[src/rtl/rr_sel_arbiter_pkg.sv]
// rr_sel_arbiter_pkg
// Shared definitions for the 4-channel round-robin select arbiter:
// FSM state encoding, channel count, select width, the default grant-length
// limit, and a one-hot decode helper.
package rr_sel_arbiter_pkg;

   localparam int unsigned NUM_CH             = 4;
   localparam int unsigned SEL_W              = 2;
   localparam int unsigned TIMEOUT_CYCLES_DEF = 16;

   typedef enum logic {
      IDLE  = 1'b0,
      GRANT = 1'b1
   } state_t;

   function automatic logic [NUM_CH-1:0] onehot(input logic [SEL_W-1:0] i);
      return NUM_CH'(1) << i;
   endfunction

endpackage

[src/rtl/rr_sel_arbiter_4_pick.sv]
// rr_pick_4
// Combinational rotating-priority search over four request lines.
// Ports:
//   req  [3:0] in  - raw request vector
//   ptr  [1:0] in  - channel searched first; order is ptr, ptr+1, ptr+2, ptr+3 (mod 4)
//   mask [3:0] in  - channels excluded from this search
//   any        out - at least one unmasked request present
//   idx  [1:0] out - winning channel (equals ptr when any=0)
module rr_pick_4
   import rr_sel_arbiter_pkg::*;
(
   input  logic [NUM_CH-1:0] req,
   input  logic [SEL_W-1:0]  ptr,
   input  logic [NUM_CH-1:0] mask,
   output logic              any,
   output logic [SEL_W-1:0]  idx
);

   logic [NUM_CH-1:0] cand;

   assign cand = req & ~mask;

   always_comb begin
      logic [SEL_W-1:0] c;
      c   = '0;
      any = 1'b0;
      idx = ptr;
      for (int unsigned k = 0; k < NUM_CH; k++) begin
         // 2-bit add wraps naturally, giving the mod-4 search order
         c = ptr + SEL_W'(k);
         if (!any && cand[c]) begin
            any = 1'b1;
            idx = c;
         end
      end
   end

endmodule

[src/rtl/rr_sel_arbiter_4.sv]
// rr_sel_arbiter_4
// Round-robin arbiter driving the select of a downstream 4:1 mux.
// A grant is held until done=1, the holder drops its request, or (optionally)
// the grant-length limit is reached; the next requester is granted on the same
// edge, never re-granting the channel that just released.
// Ports:
//   clk          in  - clock, rising edge
//   rst          in  - asynchronous active-high reset
//   req   [3:0]  in  - per-channel requests
//   done         in  - holder's last cycle (ignored when idle)
//   sel   [1:0]  out - mux select, holds its value while idle
//   grant [3:0]  out - one-hot of sel while valid, else 0
//   valid        out - a grant is held
//   timeout      out - one-cycle pulse on a forced release
// Configuration:
//   RR_SEL_ARBITER_TIMEOUT_EN - when defined, grants are limited to
//   TIMEOUT_CYCLES cycles (legal range 2..255); otherwise grants are unbounded
//   and timeout is tied to 0.
module rr_sel_arbiter_4
   import rr_sel_arbiter_pkg::*;
#(
   parameter int unsigned TIMEOUT_CYCLES = TIMEOUT_CYCLES_DEF
) (
   input  logic              clk,
   input  logic              rst,
   input  logic [NUM_CH-1:0] req,
   input  logic              done,
   output logic [SEL_W-1:0]  sel,
   output logic [NUM_CH-1:0] grant,
   output logic              valid,
   output logic              timeout
);

   if (TIMEOUT_CYCLES < 2 || TIMEOUT_CYCLES > 255) begin : g_bad_timeout
      $error("TIMEOUT_CYCLES must be in 2..255");
   end

   state_t            state_q, state_d;
   logic [SEL_W-1:0]  ptr_q, ptr_d;
   logic [SEL_W-1:0]  sel_d;
   logic [NUM_CH-1:0] grant_d;
   logic              valid_d;
   logic              timeout_d;

   logic [SEL_W-1:0]  next_ptr;
   logic [SEL_W-1:0]  pick_ptr;
   logic [NUM_CH-1:0] pick_mask;
   logic              pick_any;
   logic [SEL_W-1:0]  pick_idx;
   logic              expire;
   logic              release_now;
   logic              forced;

   // One shared search: in GRANT it looks ahead from the post-release pointer
   // with the holder masked, so a back-to-back grant needs no extra cycle.
   assign next_ptr  = sel + 1'b1;
   assign pick_ptr  = (state_q == GRANT) ? next_ptr : ptr_q;
   assign pick_mask = (state_q == GRANT) ? onehot(sel) : '0;

   rr_pick_4 u_pick (
      .req  (req),
      .ptr  (pick_ptr),
      .mask (pick_mask),
      .any  (pick_any),
      .idx  (pick_idx)
   );

`ifdef RR_SEL_ARBITER_TIMEOUT_EN
   logic [7:0] cnt_q, cnt_d;

   assign expire = (cnt_q == 8'(TIMEOUT_CYCLES - 1));

   always_comb begin
      cnt_d = '0;
      if (state_q == GRANT && !release_now) begin
         cnt_d = cnt_q + 8'd1;
      end
   end

   always_ff @(posedge clk or posedge rst) begin
      if (rst) begin
         cnt_q <= '0;
      end else begin
         cnt_q <= cnt_d;
      end
   end
`else
   assign expire = 1'b0;
`endif

   assign release_now = done | ~req[sel] | expire;
   // A limit hit coinciding with a normal release is reported as normal
   assign forced      = expire & ~done & req[sel];

   always_comb begin
      state_d   = state_q;
      ptr_d     = ptr_q;
      sel_d     = sel;
      grant_d   = grant;
      valid_d   = valid;
      timeout_d = 1'b0;
      case (state_q)
         IDLE: begin
            if (pick_any) begin
               state_d = GRANT;
               sel_d   = pick_idx;
               grant_d = onehot(pick_idx);
               valid_d = 1'b1;
            end
         end
         GRANT: begin
            if (release_now) begin
               ptr_d     = next_ptr;
               timeout_d = forced;
               if (pick_any) begin
                  sel_d   = pick_idx;
                  grant_d = onehot(pick_idx);
               end else begin
                  state_d = IDLE;
                  grant_d = '0;
                  valid_d = 1'b0;
               end
            end
         end
         default: begin
            state_d = IDLE;
            grant_d = '0;
            valid_d = 1'b0;
         end
      endcase
   end

   always_ff @(posedge clk or posedge rst) begin
      if (rst) begin
         state_q <= IDLE;
         ptr_q   <= '0;
         sel     <= '0;
         grant   <= '0;
         valid   <= 1'b0;
         timeout <= 1'b0;
      end else begin
         state_q <= state_d;
         ptr_q   <= ptr_d;
         sel     <= sel_d;
         grant   <= grant_d;
         valid   <= valid_d;
         timeout <= timeout_d;
      end
   end

endmodule

[config.mk]
export PLATFORM = sky130hd
export DESIGN_NAME = rr_sel_arbiter_4
export DESIGN_NICKNAME = d
export VERILOG_FILES = /design/src/rtl/rr_sel_arbiter_pkg.sv /design/src/rtl/rr_sel_arbiter_4_pick.sv /design/src/rtl/rr_sel_arbiter_4.sv
export SDC_FILE = /design/constraint.sdc
export NUM_CORES = 1
export LEC_CHECK = 0
export ABC_AREA = 1
export ABC_CLOCK_PERIOD_IN_PS = 2900
export BUFFER_PORTS_ARGS = -buffer_cell sky130_fd_sc_hd__buf_2
export CORE_UTILIZATION = 55
export DETAILED_ROUTE_END_ITERATION = 10
export PLACE_DENSITY = 0.8
export SETUP_SLACK_MARGIN = 0.3
export SLEW_MARGIN = 20
export SYNTH_ARGS = -nofsm -noshare
export SYNTH_HDL_FRONTEND = slang
export SYNTH_HIERARCHICAL = 1
export SYNTH_SLANG_ARGS = --single-unit
export TNS_END_PERCENT = 100
[constraint.sdc]
create_clock -name clk -period 2.9 [get_ports clk]
set_clock_uncertainty 0.2 [all_clocks]
set_input_delay 0.29 -clock clk [delete_from_list [all_inputs] [get_ports clk]]
set_output_delay 0.29 -clock clk [all_outputs]
set_load 0.01 [all_outputs]
==> reports/metrics.csv <==
stage;metric;value;unit
layout;post-synthesis to final-layout area growth;16.4;%
run;max-capacitance violation count;0;
logic_synthesis;total nets after synthesis;154;
route;drc violations;0;
logic_synthesis;post-synth cell types;19;
placed_design;GP Congestion;0.856;
critical_path;largest driver fanout on the critical path;6;
timing;number of slew-limit violations in the final report;0;
route;routed wire length;2.02;mm
die;Placeable Area;0.00154;sq mm
critical_path;critical path data arrival time;2370;ps
clock_tree;cts bufs inserted;3;
logic_synthesis;main area contributors after synthesis;dfrtp_1 27%, nand2_1 20%, nand3_1 14%, inv_1 8.5%, nand2_2 6.0%;
placed_design;dpl cells;171;
critical_path;CP Launch Type;register;
min_path;class of the tightest hold or removal check;in -> reg;
logic_synthesis;area of the mapped netlist;932;sq um
clock_tree;clock latency on the worst-skew pair;270;ps
timing;clock period minus worst slack;2410;ps
logic_synthesis;number of flops mapped to enable cells by yosys;0;
timing;Final setup viols;0;
logic_synthesis;most used standard cell by instance count after synthesis;nand2_1;
global_route;number of global-route vias before repair;808;
logic_synthesis;warning count from the yosys run;6;
timing;Final Hold Vio Count;0;
logic_synthesis;Synth Instances;143;
logic_synthesis;Adder-Cell Fraction of Synth Area;5.37;%
timing;unrepaired setup endpoints after global routing;yes;
die;die height;43.2;um
logic_synthesis;main combinational cell family by area after synthesis;simple AND/OR/NAND/NOR gates;
timing;Worst Hold Margin;197;ps
layout;Non-Filler Cell Area, Final;0.00108;sq mm
layout;fraction of layout cells with a size suffix above 1;28.6;%
logic_synthesis;post-synthesis simple-gate area fraction;49.5;%
global_route;GRT Util Overall;24.1;%
timing;Fmax achieved;414;MHz
run_status;status;finished clean;
logic_synthesis;sequential element share of the synthesized area;26.8;%
logic_synthesis;commonest register cell after synthesis;dfrtp_1;
clock_tree;Clock Root Buffer;clkbuf_4;
placed_design;DP Wirelength;1.57;mm
route;first-pass iteration count of the detailed router;4;
logic_synthesis;async set-or-reset flop fraction in the synthesized netlist;100;%
global_route;maximum number of pins on one net before global-route repair;11;
timing;Tcrit/Tclk final;83.2;%
route;vias;932;
logic_synthesis;area share of the largest cell type after synthesis;26.8;%
die;Boundary Pins;15;
logic_synthesis;area share of xor/xnor cells in the synthesized design;0.940;%
critical_path;worst path required time;2860;ps
placed_design;placed cell area;0.00100;sq mm
die;die width;43.2;um
layout;final cell count without fillers;177;
critical_path;start-to-end type of the worst setup path;reg -> reg;
global_route;initial antenna violation count;0;
clock_tree;number of levels in the clock H-tree;1;
die;initial core utilization;60.5;%
logic_synthesis;multiplexer area fraction after synthesis;0;%
die;row cnt;14;
die;die area;0.00186;sq mm
logic_synthesis;post-synthesis cell type with the largest combined area;dfrtp_1;
clock_tree;Sinks on Clock Net;10;
global_route;global-route wire length before repair;3.40;mm
logic_synthesis;commonest cells in the netlist;49 x nand2_1, 26 x nand3_1, 21 x inv_1, 10 x dfrtp_1, 9 x nand2_2;
logic_synthesis;flop and latch count out of synthesis;10;
clock_tree;CTS tree;yes;
critical_path;Setup crit end kind;register;
layout;nets;173;
layout;Filler cells;156;
clock_tree;number of buffers on the longest clock path;2;
clock_tree;CTS clock-pin slew for the worst setup and hold paths;70;ps
logic_synthesis;Mean Syn Cell Area;6.52;sq um
route;ANT nets after route;0;
layout;number of diodes added for antenna fixing;0;
logic_synthesis;synthesized-area fraction occupied by ao, oa, aoi and oai cells;2.68;%
route;initial drt markers;16;
route;final routed wire length divided by cell count;11.4;um
placed_design;Port Buffers;13;
global_route;total global routing overflow;0;
route;detailed-route vias per instance;5.27;
timing;Setup TNS Final;0;ps
==> worst paths after layout <==
kind	startpoint	to	slack, ps	depth (start not counted)
worst min register to register	valid	valid	270	2
max in group asynchronous	rst	sel[1]	1850	3
worst max-delay path	sel[1]	grant[2]	490	17
min in group asynchronous	rst	grant[2]	360	3
worst min-delay path	done	state_q	200	4
worst max register to register	sel[1]	grant[2]	490	17
==> layer usage <==
| layer | wire length, um | global-route usage (%) | vias up | share of wire [%] |
|---|---|---|---|---|
| li1 | - | - | 478 | - |
| met1 | 966 | 33.8 | 421 | 48 |
| met2 | 958 | 38.8 | 31 | 47 |
| met3 | 87 | 5.11 | 2 | 4.3 |
| met4 | 8 | 3.64 | 0 | 0.40 |
| met5 | 0 | 0 | - | 0 |
==> worst max-delay path, cell delays in order (launching register included) <==
cell	delay [ps]
dfrtp_2	420
inv_2	70
ha_1	270
inv_1	70
o21ai_4	200
nand2_1	90
nand2_2	110
nand3_2	70
nand2_2	90
nand2_2	60
nor2_4	110
nand2_2	100
nand2_1	70
nand2_1	110
inv_1	80
nor2_1	40
nand3_1	90
nand2_1	60
==> stage by stage <==
stage	setup WS, ps	utilization (%)
finish	486	70.4
global route	294	70.4
CTS	365	68.8
detailed placement	168	65.0
global placement	273	65.0
floorplan	382	-
==> sequential cells by signal, summed over array words and instances, names as in the netlist <==
name / cells
grant: 4
ptr_q: 2
sel: 2
state_q: 1
valid: 1
==> layout make-up <==
cell class | count | area (sq um) | share of cell area (%)
clock buffer | 4 | 36.3 | 3.34
inverter | 24 | 95.1 | 8.77
multi-input combinational | 105 | 577 | 53.2
sequential | 10 | 251 | 23.2
tap | 16 | 20.0 | 1.85
timing repair buffer | 18 | 105 | 9.69
==> what timing repair did <==
item | in CTS | in global routing
gates resized for setup | 3 | 5
setup buffers | 0 | 1
setup endpoints to repair | 8 | 7
hold endpoints to repair | 10 | 0
hold buffers | 1 | 0
cloned | 0 | 0
==> cells by family (layout without fill, tap and decap cells) <==
kind of cell | after synthesis | count (layout)
buffers and inverters | 28 | 46
other | 1 | 1
DFF | 10 | 10
xor gates and xnor gates | 1 | 1
and+or+nand+nor | 94 | 94
AOI/OAI and AO/OA | 5 | 5
adders and majority gates | 4 | 4
==> cell usage in the layout (no fill, tap or decap) <==
cell type / instances
buf_4: 4
dlygate4sd3_1: 1
ha_1: 4
o21ai_0: 2
nand3_1: 25
nand2_2: 9
nor2_1: 3
inv_6: 1
inv_1: 19
buf_2: 13
nand3_2: 5
nor2_4: 1
xor2_1: 1
nand2_4: 1
dfrtp_2: 1
inv_2: 4
o21ai_4: 2
nand3_4: 1
o21ai_1: 1
conb_1: 1
clkbuf_4: 3
dfrtp_1: 9
nand2_1: 49
clkbuf_8: 1
Power is left out: the tool's default activity adds up to more than one toggle a clock period on the data nets, which glitch-free logic cannot reach.
